==> src/rtl/audio_pkg.sv <==
// Shared types and default constants for the audio sample scheduler.
package audio_pkg;

  // Sequencer states.
  typedef enum logic [2:0] {
    IDLE    = 3'd0,
    CAPTURE = 3'd1,
    ISSUE   = 3'd2,
    WAIT    = 3'd3,
    COMMIT  = 3'd4
  } sched_state_t;

  // Raw ADC sample width (two's complement).
  localparam int ADC_WIDTH = 12;

  // 50 MHz / 1024 gives roughly a 48.8 kHz sample rate.
  localparam int DEFAULT_SAMPLE_DIV = 1024;

  // Longest wait for the effects pipeline result, in clk cycles.
  localparam int DEFAULT_TIMEOUT = 64;

endpackage : audio_pkg

==> src/rtl/sample_tick_gen.sv <==
// Audio sample-rate tick generator.
// Free-running period counter 0..SAMPLE_DIV-1. The tick is combinational and
// high for exactly one cycle per period, while the counter sits on its last
// value.
module sample_tick_gen #(
  parameter int SAMPLE_DIV = 1024
) (
  input  logic clk,
  input  logic rst,
  output logic tick
);

  localparam int CW = (SAMPLE_DIV > 1) ? $clog2(SAMPLE_DIV) : 1;
  localparam logic [CW-1:0] LAST = CW'(SAMPLE_DIV - 1);

  logic [CW-1:0] r_count;
  logic          w_last;

  assign w_last = (r_count == LAST);
  assign tick   = w_last;

  // Period counter: wraps to zero after the last count, restarts on reset.
  always_ff @(posedge clk) begin
    if (rst) begin
      r_count <= '0;
    end else if (w_last) begin
      r_count <= '0;
    end else begin
      r_count <= r_count + 1'b1;
    end
  end

endmodule : sample_tick_gen

==> src/rtl/sample_scheduler.sv <==
// Audio sample scheduler between the on-chip ADC and the I2S DAC stage.
// Captures one ADC sample per audio tick, hands it to the effects pipeline,
// waits (bounded) for the result and commits it to a held DAC register.
//
//   state   | meaning
//   --------+------------------------------------------------------------
//   IDLE    | waiting for the next sample-rate tick
//   CAPTURE | latch sign-extended ADC sample and the bypass selection
//   ISSUE   | one-cycle eff_valid strobe, arm the wait timer
//   WAIT    | wait for eff_out_valid or timer expiry
//   COMMIT  | load dac_sample; dac_update shows up the following cycle
module sample_scheduler
  import audio_pkg::*;
#(
  parameter int WIDTH      = 16,
  parameter int SAMPLE_DIV = DEFAULT_SAMPLE_DIV,
  parameter int TIMEOUT    = DEFAULT_TIMEOUT
) (
  input  logic                 clk,
  input  logic                 rst,
  input  logic [ADC_WIDTH-1:0] adc_sample,
  input  logic                 bypass,
  output logic                 eff_valid,
  output logic [WIDTH-1:0]     eff_sample_in,
  input  logic                 eff_out_valid,
  input  logic [WIDTH-1:0]     eff_sample_out,
  output logic [WIDTH-1:0]     dac_sample,
  output logic                 dac_update,
  output logic                 overrun,
  output logic                 timeout_err,
  input  logic                 clr_err
);

  localparam int TW = (TIMEOUT > 1) ? $clog2(TIMEOUT) : 1;
  localparam logic [TW-1:0] WAIT_LOAD = TW'(TIMEOUT - 1);

  sched_state_t r_state;
  sched_state_t w_next;

  logic [WIDTH-1:0] r_sample;
  logic [WIDTH-1:0] r_result;
  logic [WIDTH-1:0] r_dac;
  logic             r_dac_update;
  logic             r_bypass;
  logic [TW-1:0]    r_wait_cnt;
  logic             r_overrun;
  logic             r_timeout_err;

  logic w_tick;
  logic w_wait_done;
  logic w_timeout_hit;
  logic w_overrun_hit;

  sample_tick_gen #(
    .SAMPLE_DIV (SAMPLE_DIV)
  ) u_tick_gen (
    .clk  (clk),
    .rst  (rst),
    .tick (w_tick)
  );

  // The wait timer counts down from TIMEOUT-1; zero is its terminal count,
  // giving exactly TIMEOUT cycles in WAIT.
  assign w_wait_done   = (r_wait_cnt == '0);
  assign w_timeout_hit = (r_state == WAIT) && !eff_out_valid && w_wait_done;
  // A tick that lands while a sample is in flight is dropped and flagged.
  assign w_overrun_hit = w_tick && (r_state != IDLE);

  // State register.
  always_ff @(posedge clk) begin
    if (rst) begin
      r_state <= IDLE;
    end else begin
      r_state <= w_next;
    end
  end

  // Next-state decode.
  always_comb begin
    w_next = r_state;
    case (r_state)
      IDLE:    if (w_tick) w_next = CAPTURE;
      CAPTURE: w_next = bypass ? COMMIT : ISSUE;
      ISSUE:   w_next = WAIT;
      WAIT:    if (eff_out_valid || w_wait_done) w_next = COMMIT;
      COMMIT:  w_next = IDLE;
      default: w_next = IDLE;
    endcase
  end

  // Sample, result and DAC registers plus the wait timer.
  always_ff @(posedge clk) begin
    if (rst) begin
      r_sample     <= '0;
      r_result     <= '0;
      r_dac        <= '0;
      r_dac_update <= 1'b0;
      r_bypass     <= 1'b0;
      r_wait_cnt   <= '0;
    end else begin
      r_dac_update <= (r_state == COMMIT);
      case (r_state)
        CAPTURE: begin
          r_sample <= WIDTH'($signed(adc_sample));
          r_bypass <= bypass;
        end
        ISSUE: begin
          r_wait_cnt <= WAIT_LOAD;
        end
        WAIT: begin
          if (eff_out_valid) begin
            r_result <= eff_sample_out;
          end else if (w_wait_done) begin
            // No result: re-commit the value already on the DAC.
            r_result <= r_dac;
          end else begin
            r_wait_cnt <= r_wait_cnt - 1'b1;
          end
        end
        COMMIT: begin
          r_dac <= r_bypass ? r_sample : r_result;
        end
        default: ;
      endcase
    end
  end

  // Sticky fault flags; a new fault in the same cycle as clr_err wins.
  always_ff @(posedge clk) begin
    if (rst) begin
      r_overrun     <= 1'b0;
      r_timeout_err <= 1'b0;
    end else begin
      r_overrun     <= w_overrun_hit | (r_overrun & ~clr_err);
      r_timeout_err <= w_timeout_hit | (r_timeout_err & ~clr_err);
    end
  end

  assign eff_valid     = (r_state == ISSUE);
  assign eff_sample_in = r_sample;
  assign dac_sample    = r_dac;
  assign dac_update    = r_dac_update;
  assign overrun       = r_overrun;
  assign timeout_err   = r_timeout_err;

endmodule : sample_scheduler

==> config.mk <==
export PLATFORM = sky130hd
export DESIGN_NAME = sample_scheduler
export DESIGN_NICKNAME = d
export VERILOG_FILES = /design/src/rtl/audio_pkg.sv /design/src/rtl/sample_tick_gen.sv /design/src/rtl/sample_scheduler.sv
export SDC_FILE = /design/constraint.sdc
export NUM_CORES = 1
export LEC_CHECK = 0
export ABC_AREA = 1
export CAP_MARGIN = 10
export CELL_PAD_IN_SITES_DETAIL_PLACEMENT = 0
export CELL_PAD_IN_SITES_GLOBAL_PLACEMENT = 1
export CORE_MARGIN = 2
export CORE_UTILIZATION = 39
export DETAILED_ROUTE_END_ITERATION = 8
export GPL_TIMING_DRIVEN = 0
export PLACE_DENSITY_LB_ADDON = 0.1
export REMOVE_ABC_BUFFERS = 1
export SYNTH_ARGS = -nofsm -noshare
export SYNTH_HDL_FRONTEND = slang
export SYNTH_SLANG_ARGS = --single-unit
export TNS_END_PERCENT = 100
==> constraint.sdc <==
create_clock -name clk -period 3.5 [get_ports clk]
set_clock_uncertainty 0.05 [all_clocks]
set_input_delay 0.525 -clock clk [delete_from_list [all_inputs] [get_ports clk]]
set_output_delay 0.525 -clock clk [all_outputs]
set_load 0.1 [all_outputs]
# After elaboration in Yosys (flattened, before gate mapping)
# Index checks and enable logic that the tools add are counted.
# word_totals
ff_bits,67
elab_cells,50
# classes
addsub,2
n_eq_ne,9
mux,10
bitwise,5
n_reduce_logical,14
# op_table
operator,n
two-way mux 16 bit,3
two-way mux 6 bit,2
one-hot mux 3 bit (4 select lines),1
one-hot mux 6 bit (2 select lines),1
adder 10 x 1 -> 10 bit (second input constant),1
equality test 10 bit (second input constant),1
two-way mux 3 bit,3
equality test 3 x 2 -> 1 bit (second input constant),2
logical NOT 6 bit,1
inequality test 2 bit (second input constant),3
subtractor 6 x 1 -> 6 bit (second input constant),1
AND reduction 2 bit,2
nonzero test 2 bit,2
equality test 3 x 1 -> 1 bit (second input constant),1
equality test 3 bit (second input constant),1
logical AND 1 bit,3
logical NOT 3 bit,1
AND reduction 3 bit,1
nonzero test 3 bit,1
bitwise AND 1 bit,2
inequality test 2 x 1 -> 1 bit (second input constant),1
OR 1 bit,2
OR reduction 2 bit,1
logical NOT 1 bit,1
other kinds (2),2

# Longest topological paths before layout
# logic_depth
ltp_word,4
mapped_depth,9
depth_no_buf,8

# By module
# Synthesis repeated with hierarchy kept, for this count alone.
# hier_totals
hier_cells,415
area_unflattened_um2,2954.1
# modules_own_cells
module,n_inst,cells_per_inst,area_each_um2,seq_area_each_um2
sample_scheduler,1,357,2492.4,1141.1
sample_tick_gen,1,58,461.7,200.2

# Least setup slack after synthesis
# Ideal clock, no wire load.
# synth_path
path_kind,register to output
start,reg eff_sample_in[11] (netlist name)
end,out eff_sample_in[12]
arrival_ns,1.440
t_required_ns,2.925
slack_ns,1.485
path_stages_with_launch,2
path_cell_list,dfxtp_1 -> buf_4
# synth_lines
element,line,text
end: declaration,sample_scheduler.sv:24,"output logic [WIDTH-1:0] eff_sample_in,"
# No word-level cell between the ends.

# Worst setup path after layout
# layout_path
start,reg r_state[2]
end,out eff_valid
# layout_via
elab_chain_len,1
# layout_rtl
element,line,text
start: declaration,sample_scheduler.sv:37,sched_state_t r_state;
start signal: assignment,sample_scheduler.sv:74,r_state <= w_next;
equality test 3 x 2 -> 1 bit,sample_scheduler.sv:139,assign eff_valid = (r_state == ISSUE);
end: declaration,sample_scheduler.sv:23,"output logic eff_valid,"
# No other way between the ends.

==> impl_results.md <==
* Placed cell areas at 3790 sq um
* Final-layout fill cell count at 794
* Yosys top cell area share at 0.426
* Worst setup path end: eff_valid
* Post-Place Cells at 564
* Cells after Synth at 420
* Post-Synth XOR/XNOR Area at 0.00835
* Final Non-Filler Cells at 580
* Total negative slack at 0 ns
* Die width at 93.8 microns
* Share of cells above drive strength 1 at 0.0921
* Max frequency at 345 MHz
* Main combinational cell family by area after synthesis: simple AND/OR/NAND/NOR gates
* Clk buf depth at 2
* N_diodes at 0
* FF-to-FF Start: r_wait_cnt[0]$_SDFFE_PP0P_
* Initial Util at 0.405
* Initial DRC Count at 98
* All-Layer GR Usage at 0.192
* CTS Sinks at 67
* Final worst path period need at 2.90 ns
* Crit Path Class: reg -> out
* RR Endpoint: r_result[14]$_SDFFE_PP0P_
* Number of synthesized register bits at 67
* Yosys warning total at 0
* Vias in the first global route at 2694
* I/O pin count at 69
* Critical path peak fanout at 6
* CTS tree: done
* Vias at 2906
* Hold buffers post-CTS at 0
* # port buffers at 68
* Clock transition at the registers of the reported paths at 0.07 ns
* Core region area at 7770 sq um
* Worst r2r path cells at 7
* Initial antenna violation count at 0
* Post-Synth Adder-Cell Area at 0.0119
* CP endpoint kind: primary output
* Synthesized area at 3150 sq um
* H-tree Lvls at 3
* Synth cell types at 37
* Status: finished, final reports clean
* Nets at 509
* CTS buffer count at 9
* Slew @ Worst Pin at 1.00 ns
* Synth cell count leaders: 85 x nand2_1, 67 x dfxtp_1, 62 x nor2_1
* Top post-synthesis cells by area: dfxtp_1 43%, nand2_1 10%, nor2_1 7.4%, nand3_1 4.5%, a21boi_0 3.3%
* Worst path required time at 2.92 ns
* Crit path from: r_state[2]$_SDFFE_PP0P_
* Pre-antenna DRT Iters at 4
* Post-DP HPWL at 5040 microns
* Hold Path Class: reg -> reg
* Mux cell area share after synthesis at 0
* Cell area after layout at 3990 sq um
* Clock Latency Late Sink at 0.35 ns
* Die Y at 93.8 microns
* Post-cts gate resize count at 0
* Multi-input gate area at 1520 sq um
* GPL Wtd Cong at 0.721
* Startpoint types: register
* Via density at 5.01
* VDD IR max at 0.000161 V
* CTS root buf: clkbuf_8
* Post-synthesis compound-gate area fraction at 0.175
* Syn_area_per_cell at 7.49 sq um
* Final wirelength at 8010 microns
* CP arrival at 2.33 ns
* Synth async-reset ratio at 0
* Post-CTS setup buffer count at 0
* Final slew viol count at 0
* Syn-to-layout area delta at 26.8%
* Final Cycle Share at 0.829
* Largest net degree at the start of global routing at 39
* P_leak at 1.52 nW
* Max-slew headroom at 0.330
* Sequential share of the synthesized area at 0.426
* FF+latch area at 1340 sq um
* Worst reg2reg setup slack at 1.67 ns
* Fin. Hold Viols at 0
* Unrepaired setup endpoints after global routing: no
* Post-route ant nets at 0
* Simple-gate share of the synthesized area at 0.288
* Max-cap violations at 0
* Top FF cell, synth: dfxtp_1
* Cell taking the most area after synthesis: dfxtp_1
* Cell Pwr Density at 376 nW/um^2
* Post-detailed-route wirelength per cell at 13.8 microns
* Most frequent cell after synthesis: nand2_1
* Die area at 8800 sq um
* Design Power at 1.50 mW
* DRC at 0
* Wire length of the first global-routing pass at 13100 microns
* Final core occ at 0.514
* Final setup violation count at 0
* Std cell rows at 32
* Post-synth EDFFs at 0
* Total gr overflow at 0
-- kinds of logic after synthesis --
logic type / after synthesis
fa+ha+maj: 3
buf+inv: 53
flops: 67
simple gates: 201
compound gates: 93
xor+xnor: 3
-- critical path: stages, from the launching register on --
cell and delay, ns:
dfxtp_1 0.35, nor2_1 0.18, nand2_1 0.22, inv_1 0.10
clkdlybuf4s50_1 1.13
-- registers in the layout, indices dropped and copies added, names as in the netlist --
| register | flops |
|---|---|
| r_state | 3 |
| dac_sample | 16 |
| overrun | 1 |
| timeout_err | 1 |
| r_bypass | 1 |
| eff_sample_in | 12 |
| u_tick_gen.r_count | 10 |
| r_result | 16 |
| dac_update | 1 |
| r_wait_cnt | 6 |
-- metrics by stage --
stage               worst slack [ns]  hold slack, ns
floorplan                      -1.01           0.402
global placement               0.237           0.406
detailed placement             0.578           0.407
CTS                            0.547           0.418
global route                   0.456           0.439
finish                         0.599           0.416
-- layout by cell type, fill, tap and decap left out --
cell,synthesis,final
xor2_1,3,3
dfxtp_1,67,67
nand2_1,85,85
a31oi_1,16,16
a211oi_1,1,1
buf_16,0,1
nand4_2,1,1
nor3_1,4,4
nor2_2,2,2
o21ai_0,21,21
clkinv_2,0,3
inv_1,19,19
a21boi_1,2,2
nand3b_4,1,1
a21boi_0,14,14
o21bai_1,1,1
clkbuf_1,5,1
clkbuf_8,0,10
or2_2,1,1
nor2_1,62,62
ha_1,3,3
nand2_4,2,2
o21ai_1,12,12
nand3_1,28,28
nand3_2,2,2
nand2_2,4,4
clkinvlp_4,0,1
a21oi_2,5,5
nand4_1,4,4
inv_2,6,6
inv_4,1,1
clkdlybuf4s50_1,0,68
bufinv_16,0,1
a21oi_1,21,21
nor2_4,3,3
nor3b_1,1,1
nand3b_1,1,1
-- worst min-delay path by stage --
stage	from	to	slack (ns)	depth (start not counted)
after floorplan	r_result[0]$_SDFFE_PP0P_	r_result[0]$_SDFFE_PP0P_	0.40	2
after global placement	overrun$_SDFF_PP0_	overrun$_SDFF_PP0_	0.41	2
after detailed placement	overrun$_SDFF_PP0_	overrun$_SDFF_PP0_	0.41	2
after CTS	overrun$_SDFF_PP0_	overrun$_SDFF_PP0_	0.42	2
after global routing	overrun$_SDFF_PP0_	overrun$_SDFF_PP0_	0.44	2
final	overrun$_SDFF_PP0_	overrun$_SDFF_PP0_	0.42	2
-- power by group --
| part | internal (mW) | switching (mW) |
|---|---|---|
| registers | 0.765 | 0.00407 |
| clock network | 0.345 | 0.300 |
| logic | 0.0474 | 0.0377 |
-- final cells by class --
cell class	instances	share of cell area
sequential	67	0.336
multi-input combinational	300	0.380
timing repair buffer	69	0.178
inverter	26	0.0251
clock buffer	11	0.0354
tap	102	0.0320
clock inverter	5	0.0132
-- per-layer routing --
layer  up-vias  track usage  share of wire
li1       1494            -              -
met1      1332        0.250           0.47
met2        69        0.307           0.46
met3        11       0.0401          0.048
met4         0       0.0833          0.016
met5         -            0              0
(Power assumes the default switching activity.)
